[src/rtl/pong_game_if.sv]
// Game controller bus: frame/ball/score inputs in, ball-mover and score-block controls out.
// Master drives the inputs (environment side); slave is the controller.
interface pong_game_if;
  logic       start;
  logic       frame_tick;
  logic [9:0] ball_x;
  logic [3:0] p1_score;
  logic [3:0] p2_score;
  logic       ball_run;
  logic       ball_reset;
  logic       serve_dir;
  logic       score_clear;
  logic       point_p1;
  logic       point_p2;
  logic [1:0] winner;
  logic [2:0] state;

  modport master (
    output start, frame_tick, ball_x, p1_score, p2_score,
    input  ball_run, ball_reset, serve_dir, score_clear, point_p1, point_p2, winner, state
  );

  modport slave (
    input  start, frame_tick, ball_x, p1_score, p2_score,
    output ball_run, ball_reset, serve_dir, score_clear, point_p1, point_p2, winner, state
  );
endinterface

[src/rtl/pong_game_ctrl.sv]
// Pong sequencer: IDLE/SERVE/PLAY/POINT/OVER with serve delay, point hold and winner decode.
// All outputs registered, one cycle after the causing input; no backpressure (strobes are fire-and-forget).
module pong_game_ctrl #(
  parameter int SCREEN_W    = 640,
  parameter int BALL_SIZE   = 8,
  parameter int WIN_SCORE   = 9,
  parameter int SERVE_DELAY = 60,
  parameter int POINT_HOLD  = 30
) (
  input  logic        clk,
  input  logic        reset,
  pong_game_if.slave  bus
);

  localparam int MAX_LIM = (SERVE_DELAY > POINT_HOLD) ? SERVE_DELAY : POINT_HOLD;
  localparam int CNT_W   = ($clog2(MAX_LIM) < 6) ? 6 : $clog2(MAX_LIM);

  localparam logic [9:0]       EDGE_X    = 10'(SCREEN_W - BALL_SIZE);
  localparam logic [3:0]       WIN_S     = 4'(WIN_SCORE);
  localparam logic [CNT_W-1:0] SERVE_END = CNT_W'(SERVE_DELAY - 1);
  localparam logic [CNT_W-1:0] HOLD_END  = CNT_W'(POINT_HOLD - 1);

  typedef enum logic [2:0] {
    IDLE  = 3'd0,
    SERVE = 3'd1,
    PLAY  = 3'd2,
    POINT = 3'd3,
    OVER  = 3'd4
  } state_t;

  state_t           st;
  logic [CNT_W-1:0] cnt;
  logic             start_q;
  logic             ball_run;
  logic             ball_reset;
  logic             serve_dir;
  logic             score_clear;
  logic             point_p1;
  logic             point_p2;
  logic [1:0]       winner;

  wire start_rise = bus.start & ~start_q;

  // Every transition clears cnt and loads the new state's ball controls in the same cycle.
  always_ff @(posedge clk) begin
    if (!reset) begin
      st          <= IDLE;
      cnt         <= '0;
      start_q     <= 1'b0;
      ball_run    <= 1'b0;
      ball_reset  <= 1'b1;
      serve_dir   <= 1'b1;
      score_clear <= 1'b0;
      point_p1    <= 1'b0;
      point_p2    <= 1'b0;
      winner      <= 2'b00;
    end else begin
      start_q     <= bus.start;
      score_clear <= 1'b0;
      point_p1    <= 1'b0;
      point_p2    <= 1'b0;
      case (st)
        IDLE, OVER: begin
          if (start_rise) begin
            st          <= SERVE;
            cnt         <= '0;
            score_clear <= 1'b1;
            winner      <= 2'b00;
            serve_dir   <= 1'b1;
            ball_run    <= 1'b0;
            ball_reset  <= 1'b1;
          end
        end
        SERVE: begin
          if (bus.frame_tick) begin
            if (cnt == SERVE_END) begin
              st         <= PLAY;
              cnt        <= '0;
              ball_run   <= 1'b1;
              ball_reset <= 1'b0;
            end else begin
              cnt <= cnt + 1'b1;
            end
          end
        end
        PLAY: begin
          if (bus.ball_x == 10'd0) begin
            st        <= POINT;
            cnt       <= '0;
            point_p2  <= 1'b1;
            serve_dir <= 1'b0;
            ball_run  <= 1'b0;
          end else if (bus.ball_x >= EDGE_X) begin
            st        <= POINT;
            cnt       <= '0;
            point_p1  <= 1'b1;
            serve_dir <= 1'b1;
            ball_run  <= 1'b0;
          end
        end
        POINT: begin
          if (bus.frame_tick) begin
            if (cnt == HOLD_END) begin
              cnt        <= '0;
              ball_reset <= 1'b1;
              if (bus.p1_score >= WIN_S) begin
                st     <= OVER;
                winner <= 2'b01;
              end else if (bus.p2_score >= WIN_S) begin
                st     <= OVER;
                winner <= 2'b10;
              end else begin
                st <= SERVE;
              end
            end else begin
              cnt <= cnt + 1'b1;
            end
          end
        end
        default: begin
          st         <= IDLE;
          cnt        <= '0;
          ball_run   <= 1'b0;
          ball_reset <= 1'b1;
        end
      endcase
    end
  end

  assign bus.state       = st;
  assign bus.ball_run    = ball_run;
  assign bus.ball_reset  = ball_reset;
  assign bus.serve_dir   = serve_dir;
  assign bus.score_clear = score_clear;
  assign bus.point_p1    = point_p1;
  assign bus.point_p2    = point_p2;
  assign bus.winner      = winner;

endmodule

[src/flat_wrapper.sv]
// flat-port wrapper written by rule: the top's interface ports become plain ports
module pong_game_ctrl_flat 
#(
  parameter int SCREEN_W    = 640,
  parameter int BALL_SIZE   = 8,
  parameter int WIN_SCORE   = 9,
  parameter int SERVE_DELAY = 60,
  parameter int POINT_HOLD  = 30
)
  (clk, reset, bus_start, bus_frame_tick, bus_ball_x, bus_p1_score, bus_p2_score, bus_ball_run, bus_ball_reset, bus_serve_dir, bus_score_clear, bus_point_p1, bus_point_p2, bus_winner, bus_state);
  pong_game_if bus_i ();
  input  logic clk;
  input  logic reset;
  input wire logic [$bits(bus_i.start)-1:0] bus_start;
  input wire logic [$bits(bus_i.frame_tick)-1:0] bus_frame_tick;
  input wire logic [$bits(bus_i.ball_x)-1:0] bus_ball_x;
  input wire logic [$bits(bus_i.p1_score)-1:0] bus_p1_score;
  input wire logic [$bits(bus_i.p2_score)-1:0] bus_p2_score;
  output wire logic [$bits(bus_i.ball_run)-1:0] bus_ball_run;
  output wire logic [$bits(bus_i.ball_reset)-1:0] bus_ball_reset;
  output wire logic [$bits(bus_i.serve_dir)-1:0] bus_serve_dir;
  output wire logic [$bits(bus_i.score_clear)-1:0] bus_score_clear;
  output wire logic [$bits(bus_i.point_p1)-1:0] bus_point_p1;
  output wire logic [$bits(bus_i.point_p2)-1:0] bus_point_p2;
  output wire logic [$bits(bus_i.winner)-1:0] bus_winner;
  output wire logic [$bits(bus_i.state)-1:0] bus_state;
  assign bus_i.start = bus_start;
  assign bus_i.frame_tick = bus_frame_tick;
  assign bus_i.ball_x = bus_ball_x;
  assign bus_i.p1_score = bus_p1_score;
  assign bus_i.p2_score = bus_p2_score;
  assign bus_ball_run = bus_i.ball_run;
  assign bus_ball_reset = bus_i.ball_reset;
  assign bus_serve_dir = bus_i.serve_dir;
  assign bus_score_clear = bus_i.score_clear;
  assign bus_point_p1 = bus_i.point_p1;
  assign bus_point_p2 = bus_i.point_p2;
  assign bus_winner = bus_i.winner;
  assign bus_state = bus_i.state;
  pong_game_ctrl #(.SCREEN_W(SCREEN_W), .BALL_SIZE(BALL_SIZE), .WIN_SCORE(WIN_SCORE), .SERVE_DELAY(SERVE_DELAY), .POINT_HOLD(POINT_HOLD)) u_core (.clk(clk), .reset(reset), .bus(bus_i));
endmodule
[config.mk]
export PLATFORM = sky130hd
export DESIGN_NAME = pong_game_ctrl_flat
export DESIGN_NICKNAME = d
export VERILOG_FILES = /design/src/rtl/pong_game_if.sv /design/src/rtl/pong_game_ctrl.sv /design/src/flat_wrapper.sv
export SDC_FILE = /design/constraint.sdc
export NUM_CORES = 1
export LEC_CHECK = 0
export CAP_MARGIN = 0
export CORE_AREA = 8 8 60 62
export DETAILED_ROUTE_END_ITERATION = 10
export DIE_AREA = 0 0 68 70
export HOLD_SLACK_MARGIN = 0.08
export PLACE_DENSITY = 0.8
export SLEW_MARGIN = 20
export SYNTH_ARGS = -nofsm -noshare
export SYNTH_HDL_FRONTEND = slang
export SYNTH_SLANG_ARGS = --single-unit
[constraint.sdc]
create_clock -name clk -period 1.4 [get_ports clk]
set_input_delay 0.28 -clock clk [delete_from_list [all_inputs] [get_ports clk]]
set_output_delay 0.28 -clock clk [all_outputs]
set_load 0.01 [all_outputs]
==> out/summary.txt <==
========================================================================================
Status .................................................................... complete, but fails checks
Violated checks ........................................................... setup timing
Placement Rows ............................................................           19
Post-synthesis sequential area ratio ......................................        35.1%
Floorplan core area .......................................................    2660 um^2
Final Critical Period .....................................................      1.64 ns
Tcrit/Tclk final ..........................................................         117%
Area of the mapped netlist ................................................    1030 um^2
Cell at the root of the clock tree ........................................     clkbuf_4
Category of cells accounting for the largest share of critical-path delay . compound AO/OA/AOI/OAI gates
Met2 Use GR ...............................................................        31.6%
First-pass DRT Iterations .................................................            4
Crit Path Category ........................................................ input pin to flip-flop
Count of different cell masters after synthesis ...........................           47
R2R Path End .............................................................. u_core.bus.state[1]$_SDFFE_PN0P_
Setup TNS .................................................................     -1.91 ns
Total instance count after detailed placement .............................          215
Clock tree from TritonCTS .................................................          yes
Cell count after synthesis ................................................          121
Skew-Pair Late Insertion Delay ............................................      0.31 ns
Number of DRC violations after detailed routing ...........................            0
Number of vias per cell after detailed routing ............................         5.85
Dominant cell type by area after synthesis ................................      dfxtp_1
Clock buffer count from CTS ...............................................            3
Antenna violation net count after detailed routing ........................            0
Maximum VDD drop ..........................................................      1050 uV
Total routed wirelength ...................................................      4740 um
Wire length of the first global-routing pass ..............................      6920 um
Number of flops mapped to enable cells by yosys ...........................            0
Violation count after the first detailed-route iteration ..................          136
Headroom to the max-slew limit ............................................        80.3%
Global placement routability congestion ...................................        0.893
Post-Synthesis Mean Instance Area .........................................    8.48 um^2
Clock net sink count ......................................................           18
Die height ................................................................        70 um
Largest net degree at the start of global routing .........................           19
Clock-pin slew on the worst setup and hold paths ..........................      0.11 ns
Hold worst-path end ....................................................... u_core.start_q$_SDFF_PN0_
Dpl hpwl ..................................................................      2770 um
Initial antenna violation count ...........................................            0
Global-route met1 utilization .............................................        20.3%
Die Span X ................................................................        68 um
# H-tree levels ...........................................................            1
Antenna Diode Count .......................................................            0
Kind of path behind the tightest hold check ............................... input pin to flip-flop
Data arrival time of the critical path ....................................      1.86 ns
Vias after detailed routing ...............................................        1,386
Top FF cell, synth ........................................................      dfxtp_1
Startpoint type of the worst setup path ...................................    input pin
#FFs+latches synth ........................................................           18
Slowest cell on the critical path ......................................... clkdlybuf4s50_1
Leading post-synthesis cells by instance count ............................ dfxtp_1 (18), nand2_1 (14), a21oi_1 (9)
Setup slack at placement ..................................................    -0.666 ns
CP cell instances ......................................................... clkdlybuf4s50_1 > o21ai_0 > o211a_1 > a21bo_4 > buf_6 > nor2_2 > o221a_2
Global-route usage over all layers ........................................        18.6%
CP bufs+invs ..............................................................            2
Origin of the critical flop-to-flop path .................................. u_core.bus.state[0]$_SDFFE_PN0P_
Most crowded layer after global routing ...................................         met2
Ys Warns ..................................................................            0
Share of post-route cells with drive strength above 1 .....................        54.4%
Worst hold slack ..........................................................     0.318 ns
CP startpoint ............................................................. bus_ball_x[7]
Highest clock frequency the design can meet ...............................      610 MHz
Unrepaired setup endpoints after global routing ...........................         true
Worst reg-to-reg path cell count ..........................................            7
Layout area overhead ......................................................        98.3%
Initial Util ..............................................................        38.5%
Slew @ Worst Pin ..........................................................     0.295 ns
Setup WS post-layout ......................................................    -0.240 ns
Non-Filler Instances ......................................................          237
Max-slew violations .......................................................            0
Clock Skews ...............................................................   0.00590 ns
M3 GR Usage ...............................................................        3.83%
Leak Pwr ..................................................................     0.865 nW
Number of max-cap violations ..............................................            0
Source of the worst hold timing path ......................................    bus_start
Final core utilization ....................................................        76.4%
Hold Path Depth ...........................................................            2
Area share of the leading cell type in the synthesized netlist ............        35.1%
Setup slack of the worst register-to-register path ........................     -0.23 ns
Remaining global-route overflow ...........................................            0
Clock tree buffer depth ...................................................            2
Via count of the first global-routing pass ................................        1,440
Port buffer count .........................................................           32
Die Area ..................................................................    4760 um^2
Critical path endpoint category ...........................................    flip-flop
Final hold violation count ................................................            0
Required arrival time at the worst endpoint ...............................      1.62 ns
Largest cells by area after synthesis ..................................... dfxtp_1 (35%), nand2_1 (5.1%), a21oi_1 (4.4%)
Pwr/cell area ............................................................. 1390 nW/um^2
Maximum cell stage delay along the critical path ..........................      0.46 ns
Peak fanout along the critical path .......................................            5
Number of setup violations in the final report ............................           14
Final-stage net count .....................................................          231
Per-cell routed wire length ...............................................      20.0 um
Most frequent cell after synthesis ........................................      dfxtp_1
Syn nets ..................................................................          145
Number of placed I/O pins .................................................           33
Async S/R FF share, synth .................................................           0%
========================================================================================
-- stage by stage --
stage	cell area, um^2	total power [mW]
after global placement	1680	1.92
after CTS	1900	2.58
final	2030	2.83
after floorplan	1070	1.33
after detailed placement	1680	1.97
after global routing	2030	2.96
-- registers in the layout, indices dropped and copies added, names as in the netlist --
signal / flops
u_core.bus.winner: 2
u_core.bus.point_p2: 1
u_core.bus.ball_reset: 1
u_core.cnt: 6
u_core.bus.state: 3
u_core.bus.point_p1: 1
u_core.bus.score_clear: 1
u_core.bus.ball_run: 1
u_core.bus.serve_dir: 1
u_core.start_q: 1
-- worst max path at each step --
stage / to / cells after the start / slack (ns)
2_1_floorplan: u_core.bus.state[1]$_SDFFE_PN0P_ / 5 / -0.04
4_1_cts: u_core.cnt[1]$_SDFFE_PN0P_ / 6 / -0.19
5_1_grt: u_core.bus.state[1]$_SDFFE_PN0P_ / 7 / -0.26
3_3_place_gp: u_core.cnt[1]$_SDFFE_PN0P_ / 6 / -0.57
3_5_place_dp: u_core.cnt[4]$_SDFFE_PN0P_ / 7 / -0.67
6_report: u_core.bus.state[1]$_SDFFE_PN0P_ / 7 / -0.24
-- worst register-to-register path, cell delays in order (launching register included) --
cell and delay (ns):
dfxtp_4 0.38, buf_6 0.12, nor3b_4 0.21, o211a_1 0.24
a21bo_4 0.18, buf_6 0.14, nor2_2 0.04, o221a_2 0.22
-- repair_timing --
item / in CTS / in global routing
setup endpoints to repair: 24 / 18
cloned: 0 / 0
buffers inserted: 17 / 3
pin swaps: 18 / 20
hold buffers: 0 / 0
gates resized for setup: 45 / 45
-- report_power, final --
part | internal (mW) | switching, mW
combinational | 1.03 | 0.857
clock | 0.112 | 0.183
sequential | 0.585 | 0.0606
-- cell usage in the layout (no fill, tap or decap), types with 3 or more instances in the layout --
cell,count
buf_4,42
nor3_1,3
nand2_2,5
dlygate4sd2_1,12
nand2_1,7
a21oi_1,3
nand3_1,4
dfxtp_1,11
buf_6,10
nor2_2,4
nor2_1,3
a21oi_2,5
clkbuf_2,5
clkdlybuf4s50_1,11
clkbuf_4,3
dfxtp_2,5
-- layout make-up --
type | count | area [um^2]
Tap cell | 31 | 38.8
Timing Repair Buffer | 85 | 733
Sequential cell | 18 | 374
Clock buffer | 4 | 26.3
Fill cell | 174 | 628
Inverter | 4 | 15.0
Multi-Input combinational cell | 95 | 847
-- layer usage --
layer | wire length, um | part of all wire [%]
met1 | 1830 | 39
met2 | 2450 | 52
met3 | 251 | 5.3
met4 | 211 | 4.5
met5 | 0 | 0
-- kinds of logic (layout without fill, tap and decap cells) --
| family | after synthesis | count (layout) | share of synthesized area (%) |
|---|---|---|---|
| flops | 18 | 18 | 35.1 |
| mux | 2 | 2 | 1.95 |
| compound gates | 34 | 34 | 25.9 |
| buf+inv | 8 | 93 | 3.54 |
| simple gates | 57 | 57 | 31.1 |
| fa+ha+maj | 2 | 2 | 2.44 |
Note: power is estimated with default switching activity, not from simulation.
